--- src/rtl/mem_arbiter.sv ---
// Two-port (fetch / data) arbiter in front of one single-port memory; one transaction in flight.
// Define ARB_STARVE_GUARD_EN to let a waiting fetch win after STARVE_MAX consecutive data grants.
module mem_arbiter #(
    parameter int unsigned ADDR_W     = 32,
    parameter int unsigned DATA_W     = 32,
    parameter int unsigned STARVE_MAX = 4
) (
    input  logic                clk,
    input  logic                rst,
    input  logic                if_req,
    input  logic [ADDR_W-1:0]   if_addr,
    input  logic                if_abort,
    output logic                if_rvalid,
    output logic [DATA_W-1:0]   if_rdata,
    input  logic                dm_req,
    input  logic                dm_we,
    input  logic [ADDR_W-1:0]   dm_addr,
    input  logic [DATA_W-1:0]   dm_wdata,
    input  logic [DATA_W/8-1:0] dm_wstrb,
    output logic                dm_rvalid,
    output logic [DATA_W-1:0]   dm_rdata,
    output logic                mem_req,
    output logic                mem_we,
    output logic [ADDR_W-1:0]   mem_addr,
    output logic [DATA_W-1:0]   mem_wdata,
    output logic [DATA_W/8-1:0] mem_wstrb,
    input  logic                mem_ready,
    input  logic                mem_rvalid,
    input  logic [DATA_W-1:0]   mem_rdata,
    output logic                stall_if,
    output logic                stall_mem
);

    localparam logic [1:0] IDLE  = 2'd0;
    localparam logic [1:0] ISSUE = 2'd1;
    localparam logic [1:0] WAIT  = 2'd2;
    localparam logic [1:0] RESP  = 2'd3;

    logic [1:0]          state;
    logic                owner_dm;
    logic                drop;
    logic [ADDR_W-3:0]   addr_q;
    logic                we_q;
    logic [DATA_W-1:0]   wdata_q;
    logic [DATA_W/8-1:0] wstrb_q;
    logic [DATA_W-1:0]   resp_q;
    logic [DATA_W-1:0]   if_last_q;
    logic [DATA_W-1:0]   dm_last_q;
    logic                grant_dm;

`ifdef ARB_STARVE_GUARD_EN
    logic [2:0] starve_cnt;

    assign grant_dm = dm_req && !(if_req && (starve_cnt >= 3'(STARVE_MAX)));

    always_ff @(posedge clk) begin
        if (rst || !if_req) begin
            starve_cnt <= '0;
        end else if (state == IDLE) begin
            // if_req is high here, so every IDLE cycle ends in a grant
            starve_cnt <= grant_dm ? starve_cnt + 3'd1 : 3'd0;
        end
    end
`else
    assign grant_dm = dm_req;
`endif

    always_ff @(posedge clk) begin
        if (rst) begin
            state     <= IDLE;
            owner_dm  <= 1'b0;
            drop      <= 1'b0;
            addr_q    <= '0;
            we_q      <= 1'b0;
            wdata_q   <= '0;
            wstrb_q   <= '0;
            resp_q    <= '0;
            if_last_q <= '0;
            dm_last_q <= '0;
        end else begin
            unique case (state)
                IDLE: begin
                    if (if_req || dm_req) begin
                        owner_dm <= grant_dm;
                        drop     <= 1'b0;
                        state    <= ISSUE;
                        if (grant_dm) begin
                            addr_q  <= dm_addr[ADDR_W-1:2];
                            we_q    <= dm_we;
                            wdata_q <= dm_wdata;
                            wstrb_q <= dm_wstrb;
                        end else begin
                            addr_q  <= if_addr[ADDR_W-1:2];
                            we_q    <= 1'b0;
                            wdata_q <= '0;
                            wstrb_q <= '0;
                        end
                    end
                end
                ISSUE: if (mem_ready) state <= WAIT;
                WAIT: begin
                    if (mem_rvalid) begin
                        resp_q <= mem_rdata;
                        state  <= RESP;
                    end
                end
                RESP: state <= IDLE;
                default: state <= IDLE;
            endcase
            if (state != IDLE && !owner_dm && if_abort) drop <= 1'b1;
            if (if_rvalid) if_last_q <= resp_q;
            if (dm_rvalid) dm_last_q <= resp_q;
        end
    end

    // An abort arriving in the RESP cycle itself still suppresses the pulse
    assign if_rvalid = (state == RESP) && !owner_dm && !drop && !if_abort;
    assign dm_rvalid = (state == RESP) && owner_dm;
    assign if_rdata  = if_rvalid ? resp_q : if_last_q;
    assign dm_rdata  = dm_rvalid ? resp_q : dm_last_q;

    assign mem_req   = (state == ISSUE);
    assign mem_we    = we_q;
    assign mem_addr  = {addr_q, 2'b00};
    assign mem_wdata = wdata_q;
    assign mem_wstrb = wstrb_q;

    assign stall_if  = if_req & ~if_rvalid;
    assign stall_mem = dm_req & ~dm_rvalid;

endmodule

--- config.mk ---
export PLATFORM = sky130hd
export DESIGN_NAME = mem_arbiter
export DESIGN_NICKNAME = d
export VERILOG_FILES = /design/src/rtl/mem_arbiter.sv
export SDC_FILE = /design/constraint.sdc
export NUM_CORES = 1
export LEC_CHECK = 0
export ABC_CLOCK_PERIOD_IN_PS = 2000
export CELL_PAD_IN_SITES_DETAIL_PLACEMENT = 1
export CELL_PAD_IN_SITES_GLOBAL_PLACEMENT = 2
export CORE_ASPECT_RATIO = 0.9
export CORE_MARGIN = 3
export CORE_UTILIZATION = 22
export CTS_CLUSTER_SIZE = 12
export DETAILED_ROUTE_END_ITERATION = 12
export GPL_TIMING_DRIVEN = 0
export PLACE_DENSITY_LB_ADDON = 0.1
export SYNTH_ARGS = -nofsm -noshare
export SYNTH_HDL_FRONTEND = slang
export SYNTH_SLANG_ARGS = --single-unit
--- constraint.sdc ---
create_clock -name clk -period 2 [get_ports clk]
set_clock_uncertainty 0.2 [all_clocks]
set_input_delay 0.2 -clock clk [delete_from_list [all_inputs] [get_ports clk]]
set_output_delay 0.2 -clock clk [all_outputs]
set_load 0.02 [all_outputs]
==> results of run 1 <==
-- cells by family after synthesis --
family                   synth area share
AND/OR/NAND/NOR                    0.1805
multiplexers                       0.1608
AO/OA/AOI/OAI                     0.09588
adder cells (fa/ha/maj)          0.009569
buffers and inverters             0.04134
flip-flops                         0.5114
other                           0.0005736
-- placed cells by master (no fill, tap or decap), types with 3 or more instances in the layout --
cell type / n
a211oi_1: 30
a21oi_1: 71
and2_1: 63
buf_12: 9
buf_2: 7
buf_4: 27
buf_6: 65
clkbuf_1: 22
clkbuf_16: 21
clkbuf_2: 15
clkbuf_4: 4
clkdlybuf4s50_1: 201
clkinv_4: 3
clkinv_8: 4
dfxtp_1: 164
ha_1: 3
inv_1: 4
inv_8: 4
mux2_2: 10
mux2_4: 54
mux2i_1: 30
nand2_1: 105
nand3_1: 37
nor2_1: 32
-- per-stage QoR --
stage	worst slack (ps)	power, µW	instances	utilization	area (µm²)
2_1_floorplan	5.284	5703	683	-	6541
3_3_place_gp	-929.7	7277	1349	0.3349	9739
3_5_place_dp	-905.6	7267	1349	0.3349	9739
4_1_cts	-474.3	10850	1390	0.3671	10680
5_1_grt	-502.3	11410	1412	0.3823	11120
6_report	-424.6	10750	1412	0.3823	11120
-- final cells by class --
cell class	instances	area [µm²]
Multi-Input combinational cell	456	3152
Inverter	4	15.01
Tap cell	396	495.5
Buffer	52	345.3
Timing Repair Buffer	305	3157
Clock inverter	15	177.7
Sequential cell	167	3352
Clock buffer	17	425.4
Fill cell	3299	17970
-- worst max-delay path, cell delays in order (launching register included) --
cell and delay, ps:
dfxtp_4 360, ha_4 130, nor4b_4 190, buf_6 140, buf_6 100, buf_6 100
buf_12 120, mux2_4 310, buf_6 130
-- registers in the layout (all words and copies together), names as in the netlist --
register	count
if_last_q	32
mem_wstrb	4
owner_dm	1
addr_q	30
mem_we	1
mem_wdata	32
resp_q	32
dm_last_q	32
state	2
drop	1
-- repair_timing --
item | 4_1_cts | 5_1_grt
gates cloned | 2 | 4
resized for setup | 318 | 204
setup endpoints to repair | 199 | 149
pin swaps | 1 | 0
buffers inserted | 11 | 19
-- routing by layer --
metal | vias up | GRT usage | routed length, µm
met3 | 19 | 0.05432 | 1813
li1 | 2934 | - | -
met2 | 172 | 0.2478 | 11610
met4 | 2 | 0.03523 | 223
met1 | 2810 | 0.1898 | 11470
met5 | - | 0 | 13
-- worst min path at each step --
stage             startpoint           end
6_report        mem_rdata[6]     resp_q[6]
3_5_place_dp    mem_wstrb[1]  mem_wstrb[1]
2_1_floorplan   mem_rdata[0]     resp_q[0]
4_1_cts        mem_rdata[30]    resp_q[30]
5_1_grt        mem_rdata[16]    resp_q[16]
3_3_place_gp    mem_wdata[5]  mem_wdata[5]
-- power by group through the flow --
stage | combinational (µW) | clock, µW | sequential (µW)
6_report | 3400 | 3370 | 3980
5_1_grt | 3740 | 3630 | 4040
4_1_cts | 3370 | 3490 | 3980
3_5_place_dp | 3230 | 0 | 4040
3_3_place_gp | 3260 | 0 | 4020
2_1_floorplan | 1330 | 0 | 4370
-- synth_stat cells, types with 3 or more instances --
master      n
nor2b_1     3
mux2_4      8
buf_2      12
clkbuf_1   39
dfxtp_1   167
nand2_1   106
nand3_1    37
nor2_1     32
mux2_2     55
ha_1        5
a211oi_1   30
a21oi_1    71
inv_1       4
buf_6       3
mux2i_1    30
and2_1     66
==> metrics.md, run 1 <==
| Metric | Value |
|---|---|
| Switching portion of total power | 0.3558 |
| Clk Latency, worst-skew pair | 440 ps |
| All-layer global routing usage | 0.1506 |
| WL final | 25,130 µm |
| Sum of negative setup slack | -21,970 ps |
| Critical path arrival | 2020 ps |
| Initial antenna violation count | 1 |
| CP max FO | 5 |
| Clock share of power | 0.313 |
| Worst-Margin Slew | 732.1 ps |
| Synthesized instance count | 682 |
| Fin. Hold Viols | 0 |
| Static Leak | 0.004488 µW |
| Via density | 4.205 |
| Layout cells sized above 1 | 0.2382 |
| Post-synth top area share | 0.5114 |
| Relative slew margins | 0.5120 |
| Fraction of registers with async set/reset | 0 |
| Synth area leaders | dfxtp_1 51%, mux2_2 9.5%, and2_1 6.3% |
| Setup ws final | -424.6 ps |
| Unrepaired setup endpoints after global routing | yes |
| Largest net degree at the start of global routing | 20 |
| Core area | 29,090 µm² |
| Congestion Overflow GR | 0 |
| Synth Flop Type | dfxtp_1 |
| Required time of the critical path | 1600 ps |
| Post-synth top area cell | dfxtp_1 |
| Avg Cell Area, Syn | 9.586 µm² |
| WL/cell | 17.80 µm |
| ANT nets after route | 0 |
| Critical path origin | state[1] |
| NetSw | 3825 µW |
| Worst setup EP type | output pin |
| Failing checks | setup timing |
| Die ar. | 31,820 µm² |
| Area grow syn2layout | 70.09% |
| Netlist Area Pre-Place | 6538 µm² |
| Worst-path clk slew | 90 ps |
| Post-CTS Hold Buffers | 0 |
| Antenna Cells | 0 |
| Placer Congestion | 0.7248 |
| Post-synth EDFFs | 0 |
| DRC errors left | 0 |
| Starting DRT DRC Count | 152 |
| Final setup vio count | 68 |
| Root Driver | clkbuf_16 |
| HPWL Detailed | 18,010 µm |
| Clk buf depth | 2 |
| FF+latch count, synth | 167 |
| Max VDD drop | 0.5488 mV |
| Vias in the first global route | 6,292 |
| Yosys cell types | 27 |
| Slew Limit Fails | 0 |
| Clock Sink Count | 167 |
| Starting Density | 0.2248 |
| R2R Path End | if_last_q[16] |
| CTS tree | yes |
| Hold depth | 3 |
| Worst setup SP type | register |
| Via count | 5,937 |
| Setup CP Type | register to output pin |
| DR pass1 iterations | 4 |
| Sequential share of the synthesized area | 0.5114 |
| TritonCTS Buffers | 17 |
| Die Ht | 169.5 µm |
| Fmax | 412.4 MHz |
| Final period util | 1.212 |
| Reg2Reg Launch Point | state[1] |
| Worst hold path type | input pin to register |
| Internal Dissipation | 6926 µW |
| Max_cap viols | 0 |
| Die width | 187.7 µm |
| R2r setup slk | 40 ps |
| PD cells | 966.9 nW/µm² |
| Min cycle time layout | 2425 ps |
| Critical Path Sink | if_rdata[25] |
| Num ports | 278 |
| Yosys Warn Count | 0 |
| Worst hold slack | 107.9 ps |
| Rows | 59 |
| Sequential share of power | 0.370 |
| Max H-tree Level | 4 |
| Port buffer count | 270 |
| FF-to-FF path depth | 8 |
| Outcome | finished with violations |
| Final nets | 1,148 |
| Logic pwr share | 0.316 |
| First-pass GRT wire length | 36,850 µm |
Note: power is estimated with default switching activity, not from simulation.
==> run 2: changes to the inputs <==
--- a/config.mk
+++ b/config.mk
@@ -13,7 +13,6 @@
 export CORE_UTILIZATION = 22
 export CTS_CLUSTER_SIZE = 12
 export DETAILED_ROUTE_END_ITERATION = 12
-export GPL_TIMING_DRIVEN = 0
 export PLACE_DENSITY_LB_ADDON = 0.1
 export SYNTH_ARGS = -nofsm -noshare
 export SYNTH_HDL_FRONTEND = slang
==> run 2 against run 1 <==
Net effect: the run still ends with setup timing left; sequential power is essentially flat; flip-flop and latch count is the same; clock power grew 6.8%; critical path depth shrank 2; wire length shrank 5.6%; via count shrank 5.0%; sequential share of layout area grew 1.1 points; first-iteration DRC count shrank 18%; global-route usage shrank 0.39 points; cell area shrank 3.5%; combinational power shrank 3%; hold slack lost 26 ps.
==> metrics.md, run 2 (synthesis results as in run 1) <==
| Metric | Value |
|---|---|
| Top Layer Used | met5 (unchanged) |
| Clk buf depth | 2 (unchanged) |
| Unrepaired setup endpoints after global routing | yes (unchanged) |
| Worst-Margin Slew | 579.8 ps (was 732.1 ps) |
| Placer Congestion | 0.6847 (was 0.7248) |
| Via density | 4.131 (was 4.205) |
| Via count | 5,639 (was 5,937) |
| Core area | 29,090 µm² (unchanged) |
| Most common cell after layout, fill and taps aside | clkdlybuf4s50_1 (unchanged) |
| WL final | 23,730 µm (was 25,130 µm) |
| WL met3 | 1705 µm (was 1813 µm) |
| Num ports | 278 (unchanged) |
| Required time of the critical path | 1600 ps (about the same) |
| Fill count | 3,349 (was 3,299) |
| Placed cells | 1,313 (was 1,349) |
| Port buffer count | 271 (was 270) |
| Setup CP Type | register to output pin (unchanged) |
| Area grow syn2layout | 64.11% (was 70.09%) |
| Initial antenna violation count | 1 (unchanged) |
| Relative slew margins | 0.6135 (was 0.5120) |
| Fin cells | 1,365 (was 1,412) |
| Met2 routed WL | 11,020 µm (was 11,610 µm) |
| Seq. cell area | 3347 µm² (was 3352 µm²) |
| Largest net degree at the start of global routing | 102 (was 20) |
| ANT nets after route | 0 (unchanged) |
| Max_cap viols | 0 (unchanged) |
| Antenna Cells | 0 (unchanged) |
| Starting Density | 0.2248 (unchanged) |
| Die ar. | 31,820 µm² (unchanged) |
| Final nets | 1,101 (was 1,148) |
| WL/cell | 17.39 µm (was 17.80 µm) |
| Congestion Overflow GR | 0 (unchanged) |
| Clk Latency, worst-skew pair | 420 ps (was 440 ps) |
| Critical path arrival | 2010 ps (was 2020 ps) |
| Multi-input gate area | 3055 µm² (was 3152 µm²) |
| Worst setup EP type | output pin (unchanged) |
| Vias in the first global route | 5,899 (was 6,292) |
| Root Driver | clkbuf_16 (unchanged) |
| HPWL Detailed | 16,220 µm (was 18,010 µm) |
| Failing checks | setup timing (unchanged) |
| CP max FO | 8 (was 5) |
| Most frequent cells in the layout | 200 x clkdlybuf4s50_1, 164 x dfxtp_1, 105 x nand2_1, 71 x a21oi_1, 64 x and2_1 (was 201 x clkdlybuf4s50_1, 164 x dfxtp_1, 105 x nand2_1, 71 x a21oi_1, 65 x buf_6) |
| Static Leak | 0.004294 µW (was 0.004488 µW) |
| Max VDD drop | 0.6129 mV (was 0.5488 mV) |
| Worst setup SP type | register (unchanged) |
| Slew Limit Fails | 0 (unchanged) |
| Rows | 59 (unchanged) |
| Buf/Inv on CP | 3 (was 5) |
| DRC errors left | 0 (unchanged) |
| WL met1 | 10,830 µm (was 11,470 µm) |
| Min cycle time layout | 2406 ps (was 2425 ps) |
| PD cells | 1013 nW/µm² (was 966.9 nW/µm²) |
| CP max stage delay | 340 ps (was 360 ps) |
| All-layer global routing usage | 0.1467 (was 0.1506) |
| Starting DRT DRC Count | 125 (was 152) |
| Setup ws final | -406.0 ps (was -424.6 ps) |
| Most used cell, CP | buf_12 (was buf_6) |
| Outcome | finished with violations (unchanged) |
| Die width | 187.7 µm (unchanged) |
| DR pass1 iterations | 4 (unchanged) |
| Worst hold path type | input pin to register (unchanged) |
| Final period util | 1.203 (was 1.212) |
| Total Power | 10,870 µW (was 10,750 µW) |
| Slowest cell on crit path | dfxtp_2 (was dfxtp_4) |
| First-pass GRT wire length | 35,850 µm (was 36,850 µm) |
| Fin. Hold Viols | 0 (unchanged) |
| CP delay by family, top | buffers and inverters (unchanged) |
| Sum of negative setup slack | -20,670 ps (was -21,970 ps) |
| TritonCTS Buffers | 17 (unchanged) |
| Worst hold slack | 81.74 ps (was 107.9 ps) |
| CTS tree | yes (unchanged) |
| Layout cells sized above 1 | 0.2136 (was 0.2382) |
| Max H-tree Level | 4 (unchanged) |
| Fmax | 415.6 MHz (was 412.4 MHz) |
| Clock Sink Count | 167 (unchanged) |
| Crit path cell chain | ha_4 > nand2_2 > buf_12 > buf_12 > mux2_2 > dlygate4sd2_1 (was ha_4 > nor4b_4 > buf_6 > buf_6 > buf_6 > buf_12 > mux2_4 > buf_6) |
| Worst-path clk slew | 60 ps (was 90 ps) |
| Final setup vio count | 66 (was 68) |
| Die Ht | 169.5 µm (unchanged) |
## run 2: cell types whose count changed in the layout (fill, tap and decap cells not counted), moves of 7 or more
cell,change
mux2_2,+22
clkbuf_1,-20
mux2_4,-22
buf_4,-7
buf_6,-29
dlygate4sd2_1,+9
## run 2: worst paths after layout
check	start	to	slack [ps]	cells past startpoint
hold reg to reg	mem_wdata[14]	mem_wdata[14]	250	2
setup / recovery	state[1]	dm_rdata[9]	-410	6
hold / removal	rst	state[0]	80	3
setup reg to reg	state[1]	if_last_q[0]	20	8
## run 2: final cells by class
class                           count  area share
Clock buffer                       20     0.04163
Multi-Input combinational cell    456      0.2848
Sequential cell                   167      0.3120
Inverter                            4    0.001399
Tap cell                          396     0.04618
Clock inverter                     12     0.01761
Timing Repair Buffer              310      0.2964
## run 2: worst reg2reg max path, stage by stage (launching register included)
cell and delay [ps]:
dfxtp_2 360, ha_4 140, nor4b_4 180, buf_4 170, buf_12 140, buf_16 130, mux2_4 310, buf_6 120
and2_4 140
## run 2: stage by stage
| step | utilization | instance area, µm² | setup WS, ps |
|---|---|---|---|
| after floorplan | - | 6541 | 5.284 |
| after global placement | 0.3347 | 9734 | -549.4 |
| after detailed placement | 0.3347 | 9734 | -555.2 |
| after CTS | 0.3679 | 10700 | -505.9 |
| after global routing | 0.3689 | 10730 | -494.7 |
| final | 0.3689 | 10730 | -406.0 |
## run 2: layer usage
| layer | vias to the layer above | track usage |
|---|---|---|
| li1 | 2840 | - |
| met1 | 2618 | 0.1839 |
| met2 | 167 | 0.2442 |
| met3 | 12 | 0.05411 |
| met4 | 2 | 0.02935 |
| met5 | - | 0 |
## run 2: report_power, final
part	internal [µW]	switching, µW	leakage (µW)	total, µW
Sequential	3730	238	0.00136	3970
Combinational	1480	1810	0.00263	3290
Clock	2150	1450	0.000300	3600
## run 2: what timing repair did
action	CTS	global route
pin swaps	1	0
hold endpoints to repair	0	0
gates cloned	6	0
hold buffers	0	0
setup endpoints to repair	69	77
gates resized for setup	297	59
setup buffers	10	6
==> run 3: changes to the inputs <==
--- a/config.mk
+++ b/config.mk
@@ -14,6 +14,7 @@
 export CTS_CLUSTER_SIZE = 12
 export DETAILED_ROUTE_END_ITERATION = 12
 export PLACE_DENSITY_LB_ADDON = 0.1
+export SKIP_LAST_GASP = 1
 export SYNTH_ARGS = -nofsm -noshare
 export SYNTH_HDL_FRONTEND = slang
 export SYNTH_SLANG_ARGS = --single-unit
==> run 3 against run 2 <==
Net effect: the flow still finishes with violations (setup timing); via count hardly changed; maximum frequency about the same; final cell count is essentially flat; critical path depth is the same; sequential power barely moved; combinational power about the same; count of clock-buffer cells in the layout unchanged; register-to-register slack worse by 20 ps; critical endpoint unchanged; largest power group unchanged; highest routed layer unchanged.
==> metrics.md, run 3 (synthesis results as in run 1) <==
| Metric | Value |
|---|---|
| Outcome | finished with violations (unchanged) |
| Failing checks | setup timing (unchanged) |
| Setup CP Type | register to output pin (unchanged) |
| Via density | 4.132 (was 4.131) |
| WL final | 23,750 µm (was 23,730 µm) |
| Max_cap viols | 0 (unchanged) |
| Core area | 29,090 µm² (unchanged) |
| Required time of the critical path | 1600 ps (about the same) |
| R2R Path End | if_last_q[0] (unchanged) |
| Worst-path clk slew | 60 ps (about the same) |
| DRC errors left | 0 (unchanged) |
| Placed cell area | 9734 µm² (unchanged) |
| CTS tree | yes (unchanged) |
| Fin. Hold Viols | 0 (unchanged) |
| Worst hold path type | input pin to register (unchanged) |
| Starting DRT DRC Count | 119 (was 125) |
| Unrepaired setup endpoints after global routing | yes (unchanged) |
| Vias in the first global route | 5,902 (was 5,899) |
| Final setup vio count | 66 (unchanged) |
| Post-route cell area | 10,720 µm² (was 10,730 µm²) |
| Relative slew margins | 0.6136 (was 0.6135) |
| Starting Density | 0.2248 (unchanged) |
| Rows | 59 (unchanged) |
| All-layer global routing usage | 0.1468 (was 0.1467) |
| Placer Congestion | 0.6847 (unchanged) |
| Layout cells sized above 1 | 0.2124 (was 0.2136) |
| Min cycle time layout | 2406 ps (about the same) |
| Critical path origin | state[1] (unchanged) |
| Clk Latency, worst-skew pair | 420 ps (about the same) |
| ANT nets after route | 0 (unchanged) |
| Fill count | 3,350 (was 3,349) |
| Most common cell after layout, fill and taps aside | clkdlybuf4s50_1 (unchanged) |
| R2r setup slk | 0 ps (was 20 ps) |
| Via count | 5,644 (was 5,639) |
| Die width | 187.7 µm (unchanged) |
| Worst hold slack | 81.56 ps (was 81.74 ps) |
| Largest net degree at the start of global routing | 102 (unchanged) |
| TritonCTS Buffers | 17 (unchanged) |
| Root Driver | clkbuf_16 (unchanged) |
| PD cells | 1014 nW/µm² (was 1013 nW/µm²) |
| Worst setup EP type | output pin (unchanged) |
| Post-CTS Hold Buffers | 0 (unchanged) |
| Worst-Margin Slew | 579.5 ps (was 579.8 ps) |
| Critical path arrival | 2010 ps (about the same) |
| Congestion Overflow GR | 0 (unchanged) |
| HPWL Detailed | 16,220 µm (unchanged) |
| Most frequent cells in the layout | 200 x clkdlybuf4s50_1, 164 x dfxtp_1, 105 x nand2_1, 71 x a21oi_1, 66 x and2_1 (was 200 x clkdlybuf4s50_1, 164 x dfxtp_1, 105 x nand2_1, 71 x a21oi_1, 64 x and2_1) |
| Worst setup SP type | register (unchanged) |
| Initial antenna violation count | 1 (unchanged) |
| DR pass1 iterations | 3 (was 4) |
| Clk buf depth | 2 (unchanged) |
| WL/cell | 17.38 µm (was 17.39 µm) |
| Final period util | 1.203 (about the same) |
| Clock Sink Count | 167 (unchanged) |
| Static Leak | 0.004295 µW (was 0.004294 µW) |
| CP max FO | 8 (unchanged) |
| Reg2Reg Launch Point | state[1] (unchanged) |
| Worst slack, placed | -555.2 ps (unchanged) |
| Area grow syn2layout | 64.04% (was 64.11%) |
| Die Ht | 169.5 µm (unchanged) |
| Max H-tree Level | 4 (unchanged) |
| Final nets | 1,102 (was 1,101) |
| First-pass GRT wire length | 35,870 µm (was 35,850 µm) |
| Antenna Cells | 0 (unchanged) |
| Die ar. | 31,820 µm² (unchanged) |
| FF-to-FF path depth | 8 (unchanged) |
| Num ports | 278 (unchanged) |
| Util after Layout | 0.3687 (was 0.3689) |
| Setup ws final | -406.1 ps (was -406.0 ps) |
| Critical Path Sink | dm_rdata[9] (unchanged) |
| Slew Limit Fails | 0 (unchanged) |
| Fmax | 415.6 MHz (about the same) |
| Port buffer count | 271 (unchanged) |
| Max VDD drop | 0.6132 mV (was 0.6129 mV) |
==> run 3: area by class of cell <==
class,count,area [µm²],share of cell area
clock buffers,20,446.7,0.04165
clock inverters,12,188.9,0.01762
inverters,4,15.01,0.001400
multi-input cells,456,3050,0.2844
flip-flops and latches,167,3347,0.3121
well taps,396,495.5,0.04620
repair buffers,311,3181,0.2966
==> run 3: routing by layer <==
layer / vias to the layer above / wire length (µm) / global-route usage / share of wire
li1: 2842 / - / - / -
met1: 2621 / 10860 / 0.1839 / 0.46
met2: 167 / 11020 / 0.2442 / 0.46
met3: 12 / 1696 / 0.05432 / 0.071
met4: 2 / 169 / 0.02935 / 0.0071
met5: - / 7 / 0 / 0.00029
==> run 3: worst min path at each step <==
stage	start	end	depth (start not counted)
global placement	mem_wdata[11]	mem_wdata[11]	2
CTS	dm_req	owner_dm	4
detailed placement	mem_wdata[21]	mem_wdata[21]	2
finish	rst	state[0]	3
floorplan	mem_rdata[0]	resp_q[0]	2
global route	dm_req	owner_dm	4
==> run 3: worst max-delay path: stages (launching register included) <==
cell and delay [ps]:
dfxtp_2 340, ha_4 160, nand2_2 150, buf_12 160, buf_12 110, mux2_2 330, dlygate4sd2_1 330
==> run 3: power breakdown <==
| group | internal [µW] | total (µW) | switching [µW] |
|---|---|---|---|
| registers | 3730 | 3970 | 238 |
| logic | 1480 | 3300 | 1810 |
| clock network | 2150 | 3600 | 1450 |
| total | 7370 | 10900 | 3500 |
==> run 3: what timing repair did <==
item / in CTS / in global routing
buffers inserted: 10 / 7
gates cloned: 6 / 0
setup endpoints to repair: 69 / 77
gates resized for setup: 295 / 57
pin swaps: 1 / 0
==> run 3: per-stage QoR <==
stage | instances | total power [µW] | TNS [ps]
after detailed placement | 1313 | 7293 | -27060
final | 1366 | 10870 | -20700
after global placement | 1313 | 7295 | -25920
after floorplan | 683 | 5703 | 0
after global routing | 1366 | 11560 | -26080
after CTS | 1361 | 11110 | -26860
